[src/rtl/life_pkg.sv]
// Shared constants and scan-state encoding for the life-board display scanner.
package life_pkg;

    localparam int BOARD_W = 64;
    localparam int ROWS    = 8;
    localparam int COLS    = 8;
    localparam int ROW_W   = $clog2(ROWS);
    localparam int DWELL_W = 8;

    typedef enum logic [1:0] {
        ST_IDLE  = 2'd0,
        ST_SCAN  = 2'd1,
        ST_BLANK = 2'd2
    } scan_state_e;

endpackage

[src/rtl/scan_timer.sv]
// Per-row dwell timer: load to DWELL-1, count down to zero, flag expiry at zero.
module scan_timer
    import life_pkg::*;
#(
    parameter int DWELL = 4
) (
    input  logic clk,
    input  logic reset,
    input  logic load,
    input  logic dec,
    output logic expired
);

    localparam logic [DWELL_W-1:0] LOAD_VAL = DWELL_W'(DWELL - 1);

    logic [DWELL_W-1:0] count_q;
    logic [DWELL_W-1:0] count_d;

    always_comb begin
        // NOTE: default assignment first so every path drives count_d; otherwise a latch is inferred.
        count_d = count_q;
        if (load) begin
            count_d = LOAD_VAL;
        end else if (dec && (count_q != '0)) begin
            count_d = count_q - DWELL_W'(1);
        end
    end

    // NOTE: sequential state uses non-blocking assignments so every flop samples pre-edge values.
    always_ff @(posedge clk or negedge reset) begin
        if (!reset) begin
            count_q <= '0;
        end else begin
            count_q <= count_d;
        end
    end

    assign expired = (count_q == '0);

endmodule

[src/rtl/life_display_scan.sv]
// Row-multiplexed 8x8 display scanner: captures a board snapshot, drives each row
// for DWELL cycles with a one-cycle blank between rows, and pulses frame_done at the end.
module life_display_scan
    import life_pkg::*;
#(
    parameter int DWELL = 4
) (
    input  logic               clk,
    input  logic               reset,
    input  logic [BOARD_W-1:0] board,
    input  logic               board_valid,
    output logic               board_ready,
    output logic [ROWS-1:0]    row_sel,
    output logic [COLS-1:0]    col_data,
    output logic               frame_done,
    output logic               busy
);

    scan_state_e        state_q, state_d;
    logic [ROW_W-1:0]   row_q, row_d;
    logic [BOARD_W-1:0] snap_q, snap_d;
    logic               done_q, done_d;
    logic               ready_en_q, ready_en_d;

    logic tmr_load;
    logic tmr_dec;
    logic tmr_expired;
    logic take;

    scan_timer #(
        .DWELL (DWELL)
    ) u_timer (
        .clk     (clk),
        .reset   (reset),
        .load    (tmr_load),
        .dec     (tmr_dec),
        .expired (tmr_expired)
    );

    // Ready is held off until the first edge after reset release.
    assign board_ready = ready_en_q && (state_q == ST_IDLE);
    assign take        = board_valid && board_ready;
    assign ready_en_d  = 1'b1;

    always_comb begin
        state_d  = state_q;
        row_d    = row_q;
        snap_d   = snap_q;
        done_d   = 1'b0;
        tmr_load = 1'b0;
        tmr_dec  = 1'b0;
        unique case (state_q)
            ST_IDLE: begin
                if (take) begin
                    snap_d   = board;
                    row_d    = '0;
                    state_d  = ST_SCAN;
                    tmr_load = 1'b1;
                end
            end
            ST_SCAN: begin
                if (tmr_expired) begin
                    if (row_q == ROW_W'(ROWS - 1)) begin
                        state_d = ST_IDLE;
                        done_d  = 1'b1;
                    end else begin
                        state_d = ST_BLANK;
                    end
                end else begin
                    tmr_dec = 1'b1;
                end
            end
            ST_BLANK: begin
                state_d  = ST_SCAN;
                row_d    = row_q + ROW_W'(1);
                tmr_load = 1'b1;
            end
            default: begin
                state_d = ST_IDLE;
            end
        endcase
    end

    always_ff @(posedge clk or negedge reset) begin
        if (!reset) begin
            state_q    <= ST_IDLE;
            row_q      <= '0;
            // NOTE: the snapshot is a plain register bank, not a RAM, so it takes the reset like any other flop.
            snap_q     <= '0;
            done_q     <= 1'b0;
            ready_en_q <= 1'b0;
        end else begin
            state_q    <= state_d;
            row_q      <= row_d;
            snap_q     <= snap_d;
            done_q     <= done_d;
            ready_en_q <= ready_en_d;
        end
    end

    // Outputs decode from registered state and snapshot only; board inputs never reach them.
    always_comb begin
        row_sel  = '0;
        col_data = '0;
        if (state_q == ST_SCAN) begin
            row_sel  = ROWS'(1) << row_q;
            col_data = snap_q[row_q * COLS +: COLS];
        end
    end

    assign frame_done = done_q;
    assign busy       = (state_q != ST_IDLE);

endmodule
[config.mk]
export PLATFORM = sky130hd
export DESIGN_NAME = life_display_scan
export DESIGN_NICKNAME = d
export VERILOG_FILES = /design/src/rtl/life_pkg.sv /design/src/rtl/scan_timer.sv /design/src/rtl/life_display_scan.sv
export SDC_FILE = /design/constraint.sdc
export NUM_CORES = 1
export LEC_CHECK = 0
export ABC_CLOCK_PERIOD_IN_PS = 1910
export BUFFER_PORTS_ARGS = -buffer_cell sky130_fd_sc_hd__buf_2
export CAP_MARGIN = 10
export CORE_MARGIN = 2
export CORE_UTILIZATION = 49
export DETAILED_ROUTE_END_ITERATION = 7
export PLACE_DENSITY = 0.78
export SLEW_MARGIN = 20
export SYNTH_ARGS = -nofsm -noshare
export SYNTH_HDL_FRONTEND = slang
export SYNTH_SLANG_ARGS = --single-unit
[constraint.sdc]
create_clock -name clk -period 1.91 [get_ports clk]
set_input_delay 0.0955 -clock clk [delete_from_list [all_inputs] [get_ports clk]]
set_output_delay 0.0955 -clock clk [all_outputs]
set_load 0.01 [all_outputs]
==> results.cfg, run 1 <==
[timing]
finalHoldViolCount = 0
setup_viol = 0
rsz0062_at_grt = no
worst_slack_ns = 0.0337
layout_min_cycle_time_ns = 1.88
fin_crit_sh_pct = 98.2
hold_ws_ns = 0.160
worst_pin_slew_ns = 0.504
fmax_ghz = 0.533
tns_ns = 0
finClkSkew_ns = 0.00776
relSlewSlack_pct = 66.4
final_max_slew_viol_count = 0

[yosys]
yosysUniqueCellTypes = 35
syn_area_um2 = 3840
synth.area.top_cells = dfrtp_1 51%, mux2_2 19%, mux2i_1 9.4%
synth_top_area_share_pct = 51.5
synth_most_common_cell = dfrtp_1
async_reset_ff_share_pct = 100
syn_area_per_cell_um2 = 12.8
ys_seq_area_share_pct = 51.5
synth-seq-cells = 79
yosys.area.top_type = dfrtp_1
synthFlopType = dfrtp_1
synth_edf_count = 0
yosysWarnings = 0
syn_inst = 301
synthTopCellsByCount = 79 x dfrtp_1, 66 x mux2_2, 36 x mux2i_1, 16 x a22oi_1, 14 x and3_1
synth_nets = 375

[critical_path]
worstPathMaxFanout = 27
crit_family = flip-flops
r2r_cells = 5
cp-start-kind = flip-flop
path_cells = buf_12 -> mux2i_1 -> a22oi_1 -> and3_1 -> buf_2
critPathBufInv = 2
slowest_delay_ns = 0.43
cp.arrival_ns = 1.78
crit_type = reg -> out
critPathSlowestCell = dfrtp_2
reg2reg_to = u_timer.count_q[1]$_DFFE_PN0P_
r2r_start = u_timer.count_q[0]$_DFFE_PN0P_
critPathLaunch = row_q[0]$_DFFE_PN0P_
r2r_slack_ns = 0.07
critPathRequiredTime_ns = 1.81
cp-end-kind = primary output
crit_cells = 5
cp-endpoint = col_data[5]

[place]
dp_hpwl_mm = 5.84
dp_slack_ns = 0.0281
place_congestion = 0.857
io_buffers = 85

[route]
final_antenna_net_count = 0
viasPerCell = 5.23
routed-via-count = 2973
drt_iter0_drc = 151
wl_per_cell_um = 16.0
drc_errors = 0
wl_mm = 9.10
first_pass_iters = 4

[global_route]
grt_pass1_vias = 3145
grt_max_degree = 67
grt_pass1_wl_mm = 15.1
overflow = 0
antenna_found_initial = 0
track_usage_pct = 22.8

[die]
die_w_um = 92.5
boundaryPins = 86
core_um2 = 7650
rows = 32
die_area_um2 = 8560
initial_core_util_pct = 50.2
die_y_um = 92.5

[clock_network]
clk_latency_ns = 0.36
clkSinkCount = 79
cts_max_level = 3
cts_tree = yes
cts_inserted_buffers = 9
cts_root_buffer = clkbuf_8
clk_pin_slew_ns = 0.08
clockBufferDepth = 2

[pwr]
p_seq_share_pct = 52.3
p_int_w = 0.00244
p_per_area_nw_per_um2 = 597
switching_power_w = 0.000755
ir_worst_vdd_uv = 393
netSwitchingFraction_pct = 23.6
combPwrFrac_pct = 6.8
clockPowerShare_pct = 40.9
power.total_w = 0.00320
p_leak_nw = 2.98

[job]
maxCapViolCount = 0

[finish]
area_delta_synth_final_pct = 39.5
drive_above_1_share_pct = 43.6
fill_cells = 515
antenna_cells = 0
fin_nets = 535

[hold_path]
min_path_type = in -> reg

[run_status]
status = completed
[cell type report]
cell class / count / area [um2] / area share [%]
Clock buffer: 9 / 124 / 2.31
Clock inverter: 7 / 85.1 / 1.59
Inverter: 8 / 30.0 / 0.561
Multi-Input combinational cell: 194 / 1760 / 32.9
Sequential cell: 79 / 1980 / 37.0
Tap cell: 102 / 128 / 2.38
Timing Repair Buffer: 169 / 1250 / 23.3
[layout by cell type (no fill, tap or decap), types with 2 or more instances in the layout]
master,Yosys,final
mux2i_1,36,36
nor2_1,8,7
buf_2,11,84
buf_4,0,18
inv_2,0,2
clkbuf_8,0,9
dlygate4sd3_1,0,65
inv_6,0,4
nand2b_1,2,2
a22oi_1,16,15
o22ai_1,2,2
o211ai_1,2,2
a21oi_1,3,2
and3_1,14,14
dfrtp_1,79,76
nor2b_4,0,3
and2_1,2,2
buf_12,0,2
ha_1,7,6
o21ai_0,13,12
nand2_1,3,3
or4b_4,0,2
inv_1,8,6
nor4_1,3,3
mux2_2,66,66
dfrtp_2,0,3
nor3_1,2,2
[flip-flops by register name (all words and copies together) (netlist names)]
register and cells:
frame_done 1, state_q 2, snap_q 64, row_q 3, u_timer.count_q 8, ready_en_q 1
[worst min path at each step]
stage,start,end,slack [ns],cells after the start
2_1_floorplan,reset,frame_done$_DFF_PN0_,-0.20,0
3_3_place_gp,reset,u_timer.count_q[6]$_DFFE_PN0P_,0.1,1
3_5_place_dp,reset,u_timer.count_q[6]$_DFFE_PN0P_,0.10,1
4_1_cts,board_valid,state_q[0]$_DFFE_PN0P_,0.15,3
5_1_grt,board_valid,state_q[0]$_DFFE_PN0P_,0.20,3
6_report,board_valid,state_q[0]$_DFFE_PN0P_,0.16,3
[routing by layer]
layer  up-vias  global-route usage, %  wire length (um)
met4         0                   11.1               259
met5         -                      0                 0
met2        85                   38.2              4570
li1       1407                      -                 -
met3        25                   5.21               474
met1      1456                   27.9              3790
[repair_timing]
action | CTS | global route
resized for setup | 3 | 12
cloned | 0 | 0
buffers inserted | 0 | 3
hold buffers | 65 | 0
endpoints found under the hold margin | 102 | 0
endpoints found under the setup margin | 14 | 15
[cell families (layout without fill, tap and decap cells)]
| kind of cell | count (synthesis) | after routing | share of synthesized area [%] |
|---|---|---|---|
| mux | 102 | 102 | 28.7 |
| simple gates | 45 | 45 | 6.97 |
| flops | 79 | 79 | 51.5 |
| fa+ha+maj | 7 | 7 | 2.28 |
| buf+inv | 28 | 193 | 3.88 |
| other cells | 1 | 1 | 0.0977 |
| compound gates | 39 | 39 | 6.55 |
[power by group through the flow]
stage	sequential [W]	clock, W	combinational [W]
floorplan	0.00171	0	0.0000125
global placement	0.00171	0	0.000110
detailed placement	0.00171	0	0.000112
CTS	0.00167	0.00133	0.000215
global route	0.00167	0.00140	0.000238
finish	0.00167	0.00131	0.000217
[tightest hold or removal path: cells and delay by family]
kind,cells,cell delay [ns]
AOI/OAI and AO/OA,2,0.29
buffers and inverters,1,0.09
[through the flow]
step | instances | util [%] | cell area, um2
6_report | 568 | 70.0 | 5360
5_1_grt | 568 | 70.0 | 5360
4_1_cts | 565 | 69.3 | 5300
3_5_place_dp | 484 | 57.9 | 4430
3_3_place_gp | 484 | 57.9 | 4430
2_1_floorplan | 301 | - | 3840
Note: power is estimated with default switching activity, not from simulation.
==> run 2: changes to the inputs <==
Settings changed: ABC_CLOCK_PERIOD_IN_PS 1910 to 2250, CORE_UTILIZATION 49 to 50, PLACE_DENSITY 0.78 to 0.77.
Clock period 1.91 ns to 2.25 ns, I/O delays scaled along.
==> results.cfg, run 2 (synthesis results as in run 1) <==
[run_status]
status = completed

[pwr]
combPwrFrac_pct = 7.0
switching_power_w = 0.000626
power.total_w = 0.00261
p_per_area_nw_per_um2 = 500
p_seq_share_pct = 54.4
ir_worst_vdd_uv = 354
netSwitchingFraction_pct = 24.0
p_int_w = 0.00198
clockPowerShare_pct = 38.6
p_leak_nw = 2.89

[die]
die_y_um = 91.6
boundaryPins = 86
die_w_um = 91.6
die_area_um2 = 8400
core_um2 = 7330
rows = 31
initial_core_util_pct = 52.4

[global_route]
grt_max_degree = 67
overflow = 0
grt_pass1_vias = 2993
antenna_found_initial = 0
track_usage_pct = 22.8
grt_pass1_wl_mm = 14.6

[finish]
final_common_cell = buf_2
reg_top3 = snap_q: 64 flops, u_timer.count_q: 8 flops, row_q: 3 flops
fin_nets = 526
largest_reg_flops = 64
area_delta_synth_final_pct = 35.9
drive_above_1_share_pct = 40.5
antenna_cells = 0
top_register = snap_q
finalCoreUtilization_pct = 71.2
final_cell_mix = 84 x buf_2, 78 x dfrtp_1, 66 x mux2_2

[clock_network]
cts_tree = yes
clockBufferDepth = 2
clkSinkCount = 79
cts_max_level = 3
clk_latency_ns = 0.36
clk_pin_slew_ns = 0.08
cts_root_buffer = clkbuf_8
cts_inserted_buffers = 9
ctsResizeCount = 0
cts_setup_buffers = 0

[timing]
setup_viol = 0
worst_pin_slew_ns = 0.598
final_max_slew_viol_count = 0
tns_ns = 0
worst_slack_ns = 0.159
fmax_ghz = 0.478
fin_crit_sh_pct = 93.0
relSlewSlack_pct = 60.2
finalHoldViolCount = 0
rsz0062_at_grt = no
layout_min_cycle_time_ns = 2.09
hold_ws_ns = 0.0169
finClkSkew_ns = 0.0122

[route]
final_antenna_net_count = 0
routed-via-count = 2900
first_pass_iters = 4
viasPerCell = 5.22
wl_per_cell_um = 16.5
drc_errors = 0
wl_mm = 9.16
drt_iter0_drc = 94

[place]
io_buffers = 85
place_congestion = 0.825
dp_hpwl_mm = 5.66
dp_slack_ns = 0.241

[critical_path]
crit_type = reg -> out
critPathBufInv = 1
critPathRequiredTime_ns = 2.14
slowest_delay_ns = 0.50
cp-start-kind = flip-flop
path_cells = nor2_1 -> a22oi_1 -> and3_1 -> buf_2
worstPathMaxFanout = 10
crit_family = simple AND/OR/NAND/NOR gates
critPathSlowestCell = nor2_1
cp-end-kind = primary output
cp.arrival_ns = 1.98

[hold_path]
min_path_type = in -> reg

[job]
maxCapViolCount = 0
-- run 2: through the flow --
| stage | area [um2] | cells |
|---|---|---|
| after floorplan | 3840 | 301 |
| after global placement | 4400 | 477 |
| after detailed placement | 4400 | 477 |
| after CTS | 5220 | 556 |
| after global routing | 5220 | 556 |
| final | 5220 | 556 |
-- run 2: timing repair --
item                       CTS  global route
setup endpoints to repair    0             0
hold endpoints to repair   108             0
hold buffers                63             0
-- run 2: layer usage --
metal  track usage, %  vias to the layer above  wire, um
met5                0                        -         0
met3             4.52                       16       433
li1                 -                     1390         -
met2             38.7                       83      4690
met4             9.47                        0       163
met1             28.3                     1411      3880
-- run 2: cell type report --
type / instances / area, um2
Inverter: 8 / 30.0
Clock inverter: 6 / 53.8
Fill cell: 506 / 2110
Clock buffer: 10 / 138
Multi-Input combinational cell: 194 / 1720
Sequential cell: 79 / 1980
Timing Repair Buffer: 160 / 1170
Tap cell: 99 / 124
-- run 2: worst paths after layout --
path | start | to | slack, ns | cells past startpoint
worst max-delay path | row_q[2]$_DFFE_PN0P_ | col_data[0] | 0.16 | 4
worst min-delay path | board[41] | snap_q[41]$_DFFE_PN0P_ | 0.02 | 2
max in group asynchronous | reset | ready_en_q$_DFF_PN0_ | 1.27 | 3
worst max register to register | u_timer.count_q[0]$_DFFE_PN0P_ | u_timer.count_q[1]$_DFFE_PN0P_ | 0.22 | 5
min in group asynchronous | reset | state_q[1]$_DFFE_PN0P_ | 0.29 | 2
worst min register to register | snap_q[52]$_DFFE_PN0P_ | snap_q[52]$_DFFE_PN0P_ | 0.51 | 1
-- run 2: power by group through the flow --
stage	Combinational, W	Sequential, W	Clock [W]
finish	0.000182	0.00142	0.00101
detailed placement	0.0000937	0.00145	0
global route	0.000199	0.00142	0.00108
CTS	0.000178	0.00142	0.00103
global placement	0.0000927	0.00145	0
floorplan	0.0000106	0.00145	0
==> run 3: changes to the inputs <==
Settings changed: BUFFER_PORTS_ARGS -buffer_cell sky130_fd_sc_hd__buf_2 to unset, CELL_PAD_IN_SITES_DETAIL_PLACEMENT set to 1, CELL_PAD_IN_SITES_GLOBAL_PLACEMENT set to 2, CORE_ASPECT_RATIO set to 0.9, CORE_UTILIZATION 50 to 45, DONT_BUFFER_PORTS set to 1, PLACE_DENSITY 0.77 to 0.86.
==> results.cfg, run 3 (synthesis results as in run 1) <==
[critical_path]
critPathRequiredTime_ns = 2.49
slowest_delay_ns = 0.57
path_cells = inv_1 -> ha_1 -> or4b_1 -> o21ai_1 -> mux2_2
r2r_slack_ns = 0.19
worstPathMaxFanout = 6
crit_type = reg -> reg
r2r_cells = 5
cp-start-kind = flip-flop
cp.arrival_ns = 2.30
r2r_start = u_timer.count_q[0]$_DFFE_PN0P_
reg2reg_to = u_timer.count_q[0]$_DFFE_PN0P_
cp-end-kind = flip-flop
critPathSlowestCell = or4b_1

[route]
wl_met2_mm = 4.97
viasPerCell = 5.38
wl_per_cell_um = 20.1
final_antenna_net_count = 0
first_pass_iters = 4
wl_met1_mm = 4.21
wl_met3_um = 490
wl_mm = 9.85
drt_iter0_drc = 86
drc_errors = 0
dr.max_layer_used = met4
routed-via-count = 2641

[clock_network]
clk_latency_ns = 0.36
clockBufferDepth = 2
cts_root_buffer = clkbuf_8
cts_tree = yes
clkSinkCount = 79
cts_setup_buffers = 0
cts_max_level = 3
clk_pin_slew_ns = 0.08
cts_inserted_buffers = 9

[global_route]
grt_pass1_vias = 3091
antenna_found_initial = 0
track_usage_pct = 23.0
grt_pass1_wl_mm = 16.2
overflow = 0
grt_max_degree = 80

[timing]
rsz0062_at_grt = no
setup_viol = 0
worst_slack_ns = 0.194
finClkSkew_ns = 0.00792
fin_crit_sh_pct = 91.4
finalHoldViolCount = 0
fmax_ghz = 0.486
tns_ns = 0
final_max_slew_viol_count = 0
layout_min_cycle_time_ns = 2.06

[die]
boundaryPins = 86
die_w_um = 101
core_um2 = 8180
die_area_um2 = 9290
initial_core_util_pct = 46.9
die_y_um = 91.6
rows = 31

[hold_path]
min_path_type = in -> reg
hold_path_end = state_q[0]$_DFFE_PN0P_
hp-start = board_valid
worstHoldPathCells = 3

[pwr]
power.total_w = 0.00256
p_leak_nw = 2.56
ir_worst_vdd_uv = 406
p_per_area_nw_per_um2 = 525

[run_status]
status = completed

[finish]
fill_cells = 792
largest_reg_flops = 64
fin_nets = 445
top_register = snap_q
final_common_cell = dfrtp_1
area_delta_synth_final_pct = 27.0
finalCoreUtilization_pct = 59.6
final_cell_mix = 78 x dfrtp_1, 66 x mux2_2, 65 x dlygate4sd3_1
seq_area_um2 = 1980
drive_above_1_share_pct = 27.1
reg_top3 = snap_q: 64 flops, u_timer.count_q: 8 flops, row_q: 3 flops
antenna_cells = 0
design_area_um2 = 4880
multi_input_area_um2 = 1720

[place]
io_buffers = 0
place_area_um2 = 4010
place_congestion = 0.852
dp_slack_ns = 0.109
dp_hpwl_mm = 6.14

[job]
maxCapViolCount = 0
-- run 3: cell count changes in the layout (fill, tap and decap cells not counted), sizes merged --
cell,delta
buf,-83
dlygate4sd3,+2
-- run 3: worst max path at each step --
stage          slack [ns]                           start                              to  cells past startpoint
2_1_floorplan        0.27  u_timer.count_q[0]$_DFFE_PN0P_  u_timer.count_q[0]$_DFFE_PN0P_                      6
6_report             0.19  u_timer.count_q[0]$_DFFE_PN0P_  u_timer.count_q[0]$_DFFE_PN0P_                      5
3_5_place_dp         0.11  u_timer.count_q[0]$_DFFE_PN0P_  u_timer.count_q[0]$_DFFE_PN0P_                      5
5_1_grt              0.05  u_timer.count_q[0]$_DFFE_PN0P_  u_timer.count_q[0]$_DFFE_PN0P_                      5
4_1_cts              0.09  u_timer.count_q[0]$_DFFE_PN0P_  u_timer.count_q[0]$_DFFE_PN0P_                      5
3_3_place_gp         0.16  u_timer.count_q[0]$_DFFE_PN0P_  u_timer.count_q[1]$_DFFE_PN0P_                      5
-- run 3: per-stage QoR --
step	cells	hold WS [ns]
after floorplan	301	-0.183
after global placement	409	-0.180
after detailed placement	409	-0.180
after CTS	491	0.158
after global routing	491	0.197
final	491	0.160
-- run 3: area by class of cell --
class,instances,share of cell area [%]
clock buffer,10,2.82
clock inverter,6,1.10
inverter,8,0.616
multi-input combinational,194,35.3
sequential,79,40.5
tap,115,2.95
timing repair buffer,79,16.7
-- run 3: layer usage --
metal  vias to the layer above  track usage, %
li1                       1226               -
met1                      1332            28.3
met2                        68            39.1
met3                        15            6.48
met4                         0            7.21
met5                         -               0
-- run 3: repair_timing --
action | 4_1_cts | 5_1_grt
hold endpoints to repair | 143 | 0
setup endpoints to repair | 0 | 2
resized for setup | 0 | 1
hold buffers | 66 | 0
-- run 3: power breakdown --
| part | switching (W) | internal [W] | leakage (nW) |
|---|---|---|---|
| logic | 0.0000499 | 0.0000825 | 1.41 |
| registers | 0.000000662 | 0.00142 | 1.06 |
| clock network | 0.000559 | 0.000448 | 0.0950 |
| total | 0.000610 | 0.00195 | 2.56 |
-- run 3: critical path: cells and delay by family (launching register included) --
kind	cells	cell delay, ns
simple gates	1	0.57
flops	1	0.42
mux	1	0.36
compound gates	1	0.29
fa+ha+maj	1	0.20
buf+inv	1	0.10
